===== src/rtl/modn_pkg.sv =====
// modn_pkg: direction codes and the shared modulo next-value helper for mod-N counters
package modn_pkg;

    localparam logic DIR_UP   = 1'b1;
    localparam logic DIR_DOWN = 1'b0;

    // Returns {wrap, next}; a step of MODULUS or more is reduced once by MODULUS.
    function automatic logic [32:0] modn_next(
        input logic [31:0] count,
        input logic [31:0] step,
        input logic        dir,
        input logic [31:0] modulus
    );
        logic [31:0] st;
        st = (step >= modulus) ? step - modulus : step;
        if (dir == DIR_UP)
            return (count + st >= modulus) ? {1'b1, count + st - modulus} : {1'b0, count + st};
        return (count >= st) ? {1'b0, count - st} : {1'b1, count + modulus - st};
    endfunction

endpackage


===== src/rtl/modn_updown_counter.sv =====
// modn_updown_counter: modulo-N up/down counter with step, clear, checked load and cascade outputs
module modn_updown_counter
    import modn_pkg::*;
#(
    parameter int MODULUS = 12,
    parameter int WIDTH   = $clog2(MODULUS),
    parameter int RST_VAL = 0
) (
    input  logic             clk,
    input  logic             rst_n,
    input  logic             clr,
    input  logic             load,
    input  logic [WIDTH-1:0] data_in,
    input  logic             en,
    input  logic             mode,
    input  logic [WIDTH-1:0] step,
    output logic [WIDTH-1:0] count,
    output logic             tc_out,
    output logic             wrap,
    output logic             load_err
);

    logic [32:0]      nx;
    logic [WIDTH-1:0] count_d;
    logic             wrap_d;
    logic             err_d;
    logic             bad_load;
    logic             advance;
    logic             unused_nx;

    assign nx        = modn_next(32'(count), 32'(step), mode, 32'(MODULUS));
    assign unused_nx = ^nx[31:WIDTH];
    assign bad_load  = 32'(data_in) >= 32'(MODULUS);
    assign advance   = en && (step != '0);

    // clr outranks load, which outranks counting; out-of-range loads saturate
    always_comb begin
        count_d = clr ? '0 : load ? (bad_load ? WIDTH'(MODULUS - 1) : data_in) : advance ? nx[WIDTH-1:0] : count;
        wrap_d  = !clr && !load && advance && nx[32];
        err_d   = !clr && load && bad_load;
    end

    assign tc_out = en && !clr && !load && (mode ? (count == WIDTH'(MODULUS - 1)) : (count == '0));

    always_ff @(posedge clk or negedge rst_n) begin
        if (!rst_n) begin
            count    <= WIDTH'(RST_VAL);
            wrap     <= 1'b0;
            load_err <= 1'b0;
        end else begin
            count    <= count_d;
            wrap     <= wrap_d;
            load_err <= err_d;
        end
    end

endmodule

===== config.mk =====
export PLATFORM = sky130hd
export DESIGN_NAME = modn_updown_counter
export DESIGN_NICKNAME = d
export VERILOG_FILES = /design/src/rtl/modn_pkg.sv /design/src/rtl/modn_updown_counter.sv
export SDC_FILE = /design/constraint.sdc
export NUM_CORES = 1
export LEC_CHECK = 0
export BUFFER_PORTS_ARGS = -buffer_cell sky130_fd_sc_hd__buf_2
export CORE_MARGIN = 5
export CORE_UTILIZATION = 61
export CTS_BUF_LIST = sky130_fd_sc_hd__clkbuf_2
export DETAILED_ROUTE_END_ITERATION = 7
export GPL_TIMING_DRIVEN = 0
export PLACE_DENSITY = 0.88
export SLEW_MARGIN = 20
export SYNTH_ARGS = -nofsm -noshare
export SYNTH_HDL_FRONTEND = slang
export SYNTH_SLANG_ARGS = --single-unit

===== constraint.sdc =====
create_clock -name clk -period 5.6 [get_ports clk]
set_input_delay 0.84 -clock clk [delete_from_list [all_inputs] [get_ports clk]]
set_output_delay 0.84 -clock clk [all_outputs]
set_load 0.02 [all_outputs]

==> out/metrics.cfg, run 1 <==
[setup_path]
critPathSlowestCell = nor2b_1
critPathMaxFanout = 8
cpPeakStageDelay_ns = 0.35
worst-path-buf-inv = 2
critPathArrivalTime_ns = 3.66
crit_path_start_kind = input port
crit_family = simple AND/OR/NAND/NOR gates
r2r_slack_ns = 2.58
cp.required_ns = 5.76
critPathKind = in2reg
cp_cell_sequence = buf_2, nor2b_1, ha_1, buf_2, nor3b_1, nor3_1, xnor2_1, ha_1, nor4_2, nand4_1, a311oi_1, o221ai_1, a21oi_1
endpoint_kind = flop

[yosys]
synth_edf_count = 0
ys_seq_area_share_pct = 14.89
synthCells = 113
dominantRegCellSynth = dfrtp_1
synth.avg_cell_area_sq_um = 8.924
synth_top_area_share_pct = 23.57
yosys_warnings = 0
synth.distinct_cells = 40
synth_top_area_cell = ha_1
synth.most_common_cell = ha_1
synth-async-reset-ratio_pct = 100.0
synth_area_leaders = ha_1 (24%), dfrtp_1 (15%), fa_1 (7.9%), nor2b_1 (5.0%), inv_1 (4.8%)
synth_commonest_cells = ha_1 (19), inv_1 (13), a21oi_1 (9)
yosys_register_bits = 6
syn_area_sq_um = 1008

[global_routing]
grt_pass1_vias = 921
track_usage_pct = 17.81
antenna_found_initial = 0
met2_usage_pct = 31.40
gr-total-overflow = 0
top_usage_layer = met2
grt_pass1_wl_um = 3705
grt_util_met3_pct = 3.846
grt_util_met1_pct = 22.44
grt_max_degree = 11

[clock_network]
ctsRootBufferMaster = clkbuf_2
clkSinkCount = 6
cts_tree = built
clock_latency_ns = 0.23
htree_levels = 1
clockBufferDepth = 2
cts_made_buffers = 3
clkTransAtPathRegs_ns = 0.06
cts_setup_buffers = 0
cts_resized = 0
cts_hold_buf = 0

[routing]
drtPass1Iterations = 4
first_iter_violations = 33
route.detailed.drc = 0
viasPerCell = 5.626
ant_nets = 0
num_vias = 917
wl_um = 2157
wire_per_inst_um = 13.23

[pwr]
power.density_nw_per_um2 = 170.2
p_int_mw = 0.1127
pwr-share-clk_pct = 15.3
p_seq_share_pct = 26.5
switching_share_pct = 44.05
power_switching_mw = 0.08876
p_leak_nw = 0.5865
p_comb_share_pct = 58.2
peakVddDrop_mv = 0.1452

[final_layout]
num_antenna_cells = 0
area_growth_pct = 17.37
post_route_cells_drive_above_1_share_pct = 19.73
fin_area_sq_um = 1184
fin_nets = 186
multi_input_area_sq_um = 837.1
n_fill_cell = 124
seq_area_sq_um = 150.1

[floorplanning]
num_rows = 14
dieArea_sq_um = 2566
core_area_sq_um = 1541
die_w_um = 50.66
pin_count = 21
die_h_um = 50.66
start_util_pct = 65.42

[sta]
rsz0062_at_grt = no
tns_ns = 0
max_clock_freq_ghz = 0.2854
worst_pin_slew_ns = 0.9070
setup_viol = 0
hold_viol = 0
layout_min_cycle_time_ns = 3.504
max_slew_margin_pct = 38.74
drv_slew = 0
worst_clock_skew_ns = 0.0004411
timing.final.crit_share_pct = 62.57

[placed_design]
hpwl_um = 1848
placed_area_sq_um = 1169
numPortBuffers = 19
gp_congestion = 0.8876

[outcome]
status = finished, final reports clean

[run]
drv_cap = 0

[hold_path]
worstHoldPathType = in2async

-- stage by stage --
stage | utilization [%] | power (mW) | instances | worst slack [ns] | hold WS [ns]
after CTS | 76.79 | 0.1999 | 163 | 2.121 | 0.4192
final | 76.79 | 0.2015 | 163 | 2.096 | 0.4208
after detailed placement | 75.81 | 0.1689 | 160 | 1.888 | 0.6026
after global placement | 75.81 | 0.1640 | 160 | 1.984 | 0.5956
after floorplan | - | 0.1391 | 125 | 2.345 | 0.5444
after global routing | 76.79 | 0.2202 | 163 | 1.848 | 0.4331
-- registers in the layout, summed over array words and instances, names as in the netlist --
signal / flops
count: 4
load_err: 1
wrap: 1
-- path summary, 6_finish.rpt --
| kind | from | end | cells after the start |
|---|---|---|---|
| setup reg to reg | count[2] | count[3] | 12 |
| min in group clk | count[0] | count[0] | 2 |
| hold / removal | rst_n | wrap | 1 |
| setup / recovery | step[2] | count[3] | 13 |
| hold reg to reg | count[0] | count[0] | 2 |
| max in group asynchronous | rst_n | count[0] | 1 |
-- cells in the final DEF (no fill, tap or decap), drive strengths merged, types with 3 or more instances in the layout --
cell type and n:
buf 22, ha 19, conb 14, inv 13
a21oi 9, nor2b 8, dfrtp 6, nor2 5
mux2i 4, nand2 4, fa 4, clkbuf 4
xnor2 3, xor2 3, nor4 3
-- area by class of cell --
type / count / area share [%]
multi-input cells: 102 / 70.72
clock buffers: 3 / 1.268
plain buffers: 4 / 1.480
well taps: 16 / 1.691
inverters: 13 / 4.123
repair buffers: 19 / 8.034
flip-flops and latches: 6 / 12.68
-- logic make-up (layout without fill, tap and decap cells) --
kind of cell    count (synthesis)  count (layout)  share of synthesized area [%]
compound gates                 21              21                          15.51
xor+xnor                        6               6                          5.212
fa+ha+maj                      23              23                          31.51
buf+inv                        17              39                          6.575
flops                           6               6                          14.89
mux                             4               4                          3.970
other cells                     2              14                         0.7447
simple gates                   34              34                          21.59
-- layer usage --
metal  up-vias  part of all wire [%]
met4         0                   2.2
li1        450                     -
met1       417                    41
met2        44                    49
met3         6                   8.0
met5         -                     0
-- power groups by stage --
stage	combinational (mW)	clock (mW)	sequential [mW]
after global routing	0.133	0.0331	0.0541
after CTS	0.115	0.0313	0.0534
after floorplan	0.0821	0	0.0570
after detailed placement	0.115	0	0.0542
final	0.117	0.0308	0.0534
after global placement	0.110	0	0.0541
(Power assumes the default switching activity.)
==> run 2, diff against run 1 <==
--- a/config.mk
+++ b/config.mk
@@ -7,11 +7,11 @@
 export LEC_CHECK = 0
 export BUFFER_PORTS_ARGS = -buffer_cell sky130_fd_sc_hd__buf_2
 export CORE_MARGIN = 5
-export CORE_UTILIZATION = 61
+export CORE_UTILIZATION = 56
 export CTS_BUF_LIST = sky130_fd_sc_hd__clkbuf_2
 export DETAILED_ROUTE_END_ITERATION = 7
 export GPL_TIMING_DRIVEN = 0
-export PLACE_DENSITY = 0.88
+export PLACE_DENSITY = 0.81
 export SLEW_MARGIN = 20
 export SYNTH_ARGS = -nofsm -noshare
 export SYNTH_HDL_FRONTEND = slang
==> constraint.sdc (replaced) <==
create_clock -name clk -period 3.25 [get_ports clk]
set_input_delay 0.4875 -clock clk [delete_from_list [all_inputs] [get_ports clk]]
set_output_delay 0.4875 -clock clk [all_outputs]
set_load 0.02 [all_outputs]
==> run 2 against run 1 <==
Design area rose by 1.2%. Via count fell by 1.9%. Global-route usage is 0.69 points lower. Sequential power grew 72%. Die area grew 7.1%. Critical path depth did not move. Count of clock-buffer cells in the layout unchanged. Critical path type unchanged. Flip-flop and latch count did not move. Largest cell class unchanged. Clock skew rose by 0.0015 ns.
==> out/metrics.cfg, run 2 (synthesis gave the netlist of run 1 again) <==
[outcome]
status = finished, final reports clean

[final_layout]
num_antenna_cells = 0  ; unchanged
seq_area_sq_um = 150.1  ; unchanged
post_route_cells_drive_above_1_share_pct = 20.41  ; +0.68 points
fin_nets = 186  ; unchanged
multi_input_area_sq_um = 839.6  ; +0.30%
regMostFlops = count
most-common-layout-cells = buf_2 (21), ha_1 (19), conb_1 (14)
utilization_pct = 69.35  ; -7.4 points
final_common_cell = buf_2
reg_top3 = count x4, load_err x1, wrap x1
n_fill_cell = 147  ; +19%
area_growth_pct = 18.73
largest_register_ffs = 4  ; unchanged

[pwr]
peakVddDrop_mv = 0.2667  ; +84%
power.density_nw_per_um2 = 285.2  ; +68%
p_leak_nw = 0.5876  ; +0.18%

[clock_network]
clockBufferDepth = 2  ; unchanged
clkSinkCount = 6  ; unchanged
cts_setup_buffers = 0  ; unchanged
ctsRootBufferMaster = clkbuf_2
htree_levels = 1  ; unchanged
clock_latency_ns = 0.22  ; about the same
clkTransAtPathRegs_ns = 0.05  ; about the same
cts_tree = built
cts_made_buffers = 3  ; unchanged

[sta]
worst_clock_skew_ns = 0.001970  ; +0.001529 ns
hold_viol = 0  ; unchanged
max_slew_margin_pct = 41.65  ; +2.9 points
timing.final.crit_share_pct = 93.24
drv_slew = 0  ; unchanged
tns_ns = 0  ; unchanged
worst_pin_slew_ns = 0.8640  ; -0.04300 ns
layout_min_cycle_time_ns = 3.030
max_clock_freq_ghz = 0.3300
setup_viol = 0  ; unchanged

[global_routing]
grt_pass1_vias = 841  ; -8.7%
gr-total-overflow = 0  ; unchanged
grt_max_degree = 11  ; unchanged
antenna_found_initial = 0  ; unchanged
track_usage_pct = 17.12  ; -0.69 points
grt_pass1_wl_um = 3560  ; -3.9%

[routing]
num_vias = 900  ; -1.9%
met1Wirelength_um = 904  ; +1.7%
first_iter_violations = 7  ; -79%
wl_um = 2143  ; -0.65%
viasPerCell = 5.233  ; -7.0%
ant_nets = 0  ; unchanged
wl_met3_um = 98  ; -43%
top_layer = met3
wl_met2_um = 1140  ; +8.9%
route.detailed.drc = 0  ; unchanged
drtPass1Iterations = 4  ; unchanged
wire_per_inst_um = 12.46  ; -5.8%

[floorplanning]
core_area_sq_um = 1727  ; +12%
die_w_um = 52.44  ; +3.5%
die_h_um = 52.44  ; +3.5%
start_util_pct = 58.41  ; -7.0 points
pin_count = 21  ; unchanged
dieArea_sq_um = 2749  ; +7.1%
num_rows = 15  ; +1

[placed_design]
hpwl_um = 1866  ; +0.96%
gp_congestion = 0.8675  ; -2.3%
numPortBuffers = 19  ; unchanged

[setup_path]
r2r_cells = 12  ; unchanged
endpoint_kind = flop
critPathKind = in2reg
startpoint = step[2]
reg2reg_to = count[3]
timing.rr.start = count[2]
r2r_slack_ns = 0.25  ; -2.33 ns
critPathArrivalTime_ns = 3.17  ; -0.49 ns
crit_path_start_kind = input port
cp.required_ns = 3.39  ; -2.37 ns
critPathMaxFanout = 8  ; unchanged

[hold_path]
worstHoldPathType = in2async

[run]
drv_cap = 0  ; unchanged

[run 2: cell counts in the layout (fill, tap and decap cells not counted)]
Identical to the previous run, type by type.
[run 2: where the power goes]
group	switching [mW]	internal (mW)	total [mW]
Combinational	0.111	0.0886	0.199
Sequential	0.0110	0.0812	0.0921
Clock	0.0252	0.0249	0.0501
Total	0.147	0.195	0.341
[run 2: timing repair]
action / CTS / global route
hold buffers: 0 / 0
setup endpoints to repair: 0 / 1
gates resized for setup: 0 / 1
[run 2: area by class of cell]
| class | instances | share of cell area (%) |
|---|---|---|
| Clock buffer | 3 | 1.254 |
| Multi-Input combinational cell | 102 | 70.11 |
| Inverter | 13 | 4.075 |
| Buffer | 4 | 1.463 |
| Tap cell | 25 | 2.612 |
| Sequential cell | 6 | 12.54 |
| Timing Repair Buffer | 19 | 7.941 |
[run 2: per-stage QoR]
stage | cell area (sq um) | hold WS (ns) | total power [mW] | cells | setup WS (ns)
detailed placement | 1180 | 0.3156 | 0.2900 | 169 | -0.1164
global route | 1197 | 0.07188 | 0.3756 | 172 | -0.003870
floorplan | 1054 | 0.1919 | 0.2397 | 125 | 0.3478
finish | 1197 | 0.07684 | 0.3415 | 172 | 0.2198
global placement | 1180 | 0.3138 | 0.2825 | 169 | -0.02500
CTS | 1195 | 0.07220 | 0.3415 | 172 | 0.1076
[run 2: worst max-delay path by stage]
stage / to
6_report: count[3]
5_1_grt: count[3]
4_1_cts: count[3]
3_5_place_dp: count[3]
3_3_place_gp: count[3]
2_1_floorplan: count[3]
[run 2: metal layers]
metal  global-route usage, %  vias to the layer above
li1                        -                      455
met1                   20.66                      428
met2                   30.17                       17
met3                   5.983                        0
met4                   1.277                        0
met5                       0                        -
[run 2: worst max-delay path, cell delays in order]
cell and delay (ns):
buf_2 0.12, nor2b_2 0.25, ha_1 0.30, buf_2 0.20, nor3b_1 0.23, nor3_1 0.10
xnor2_1 0.14, ha_1 0.20, nor4_2 0.25, nand4_1 0.20, a311oi_1 0.33, o221ai_1 0.17
a21oi_1 0.19
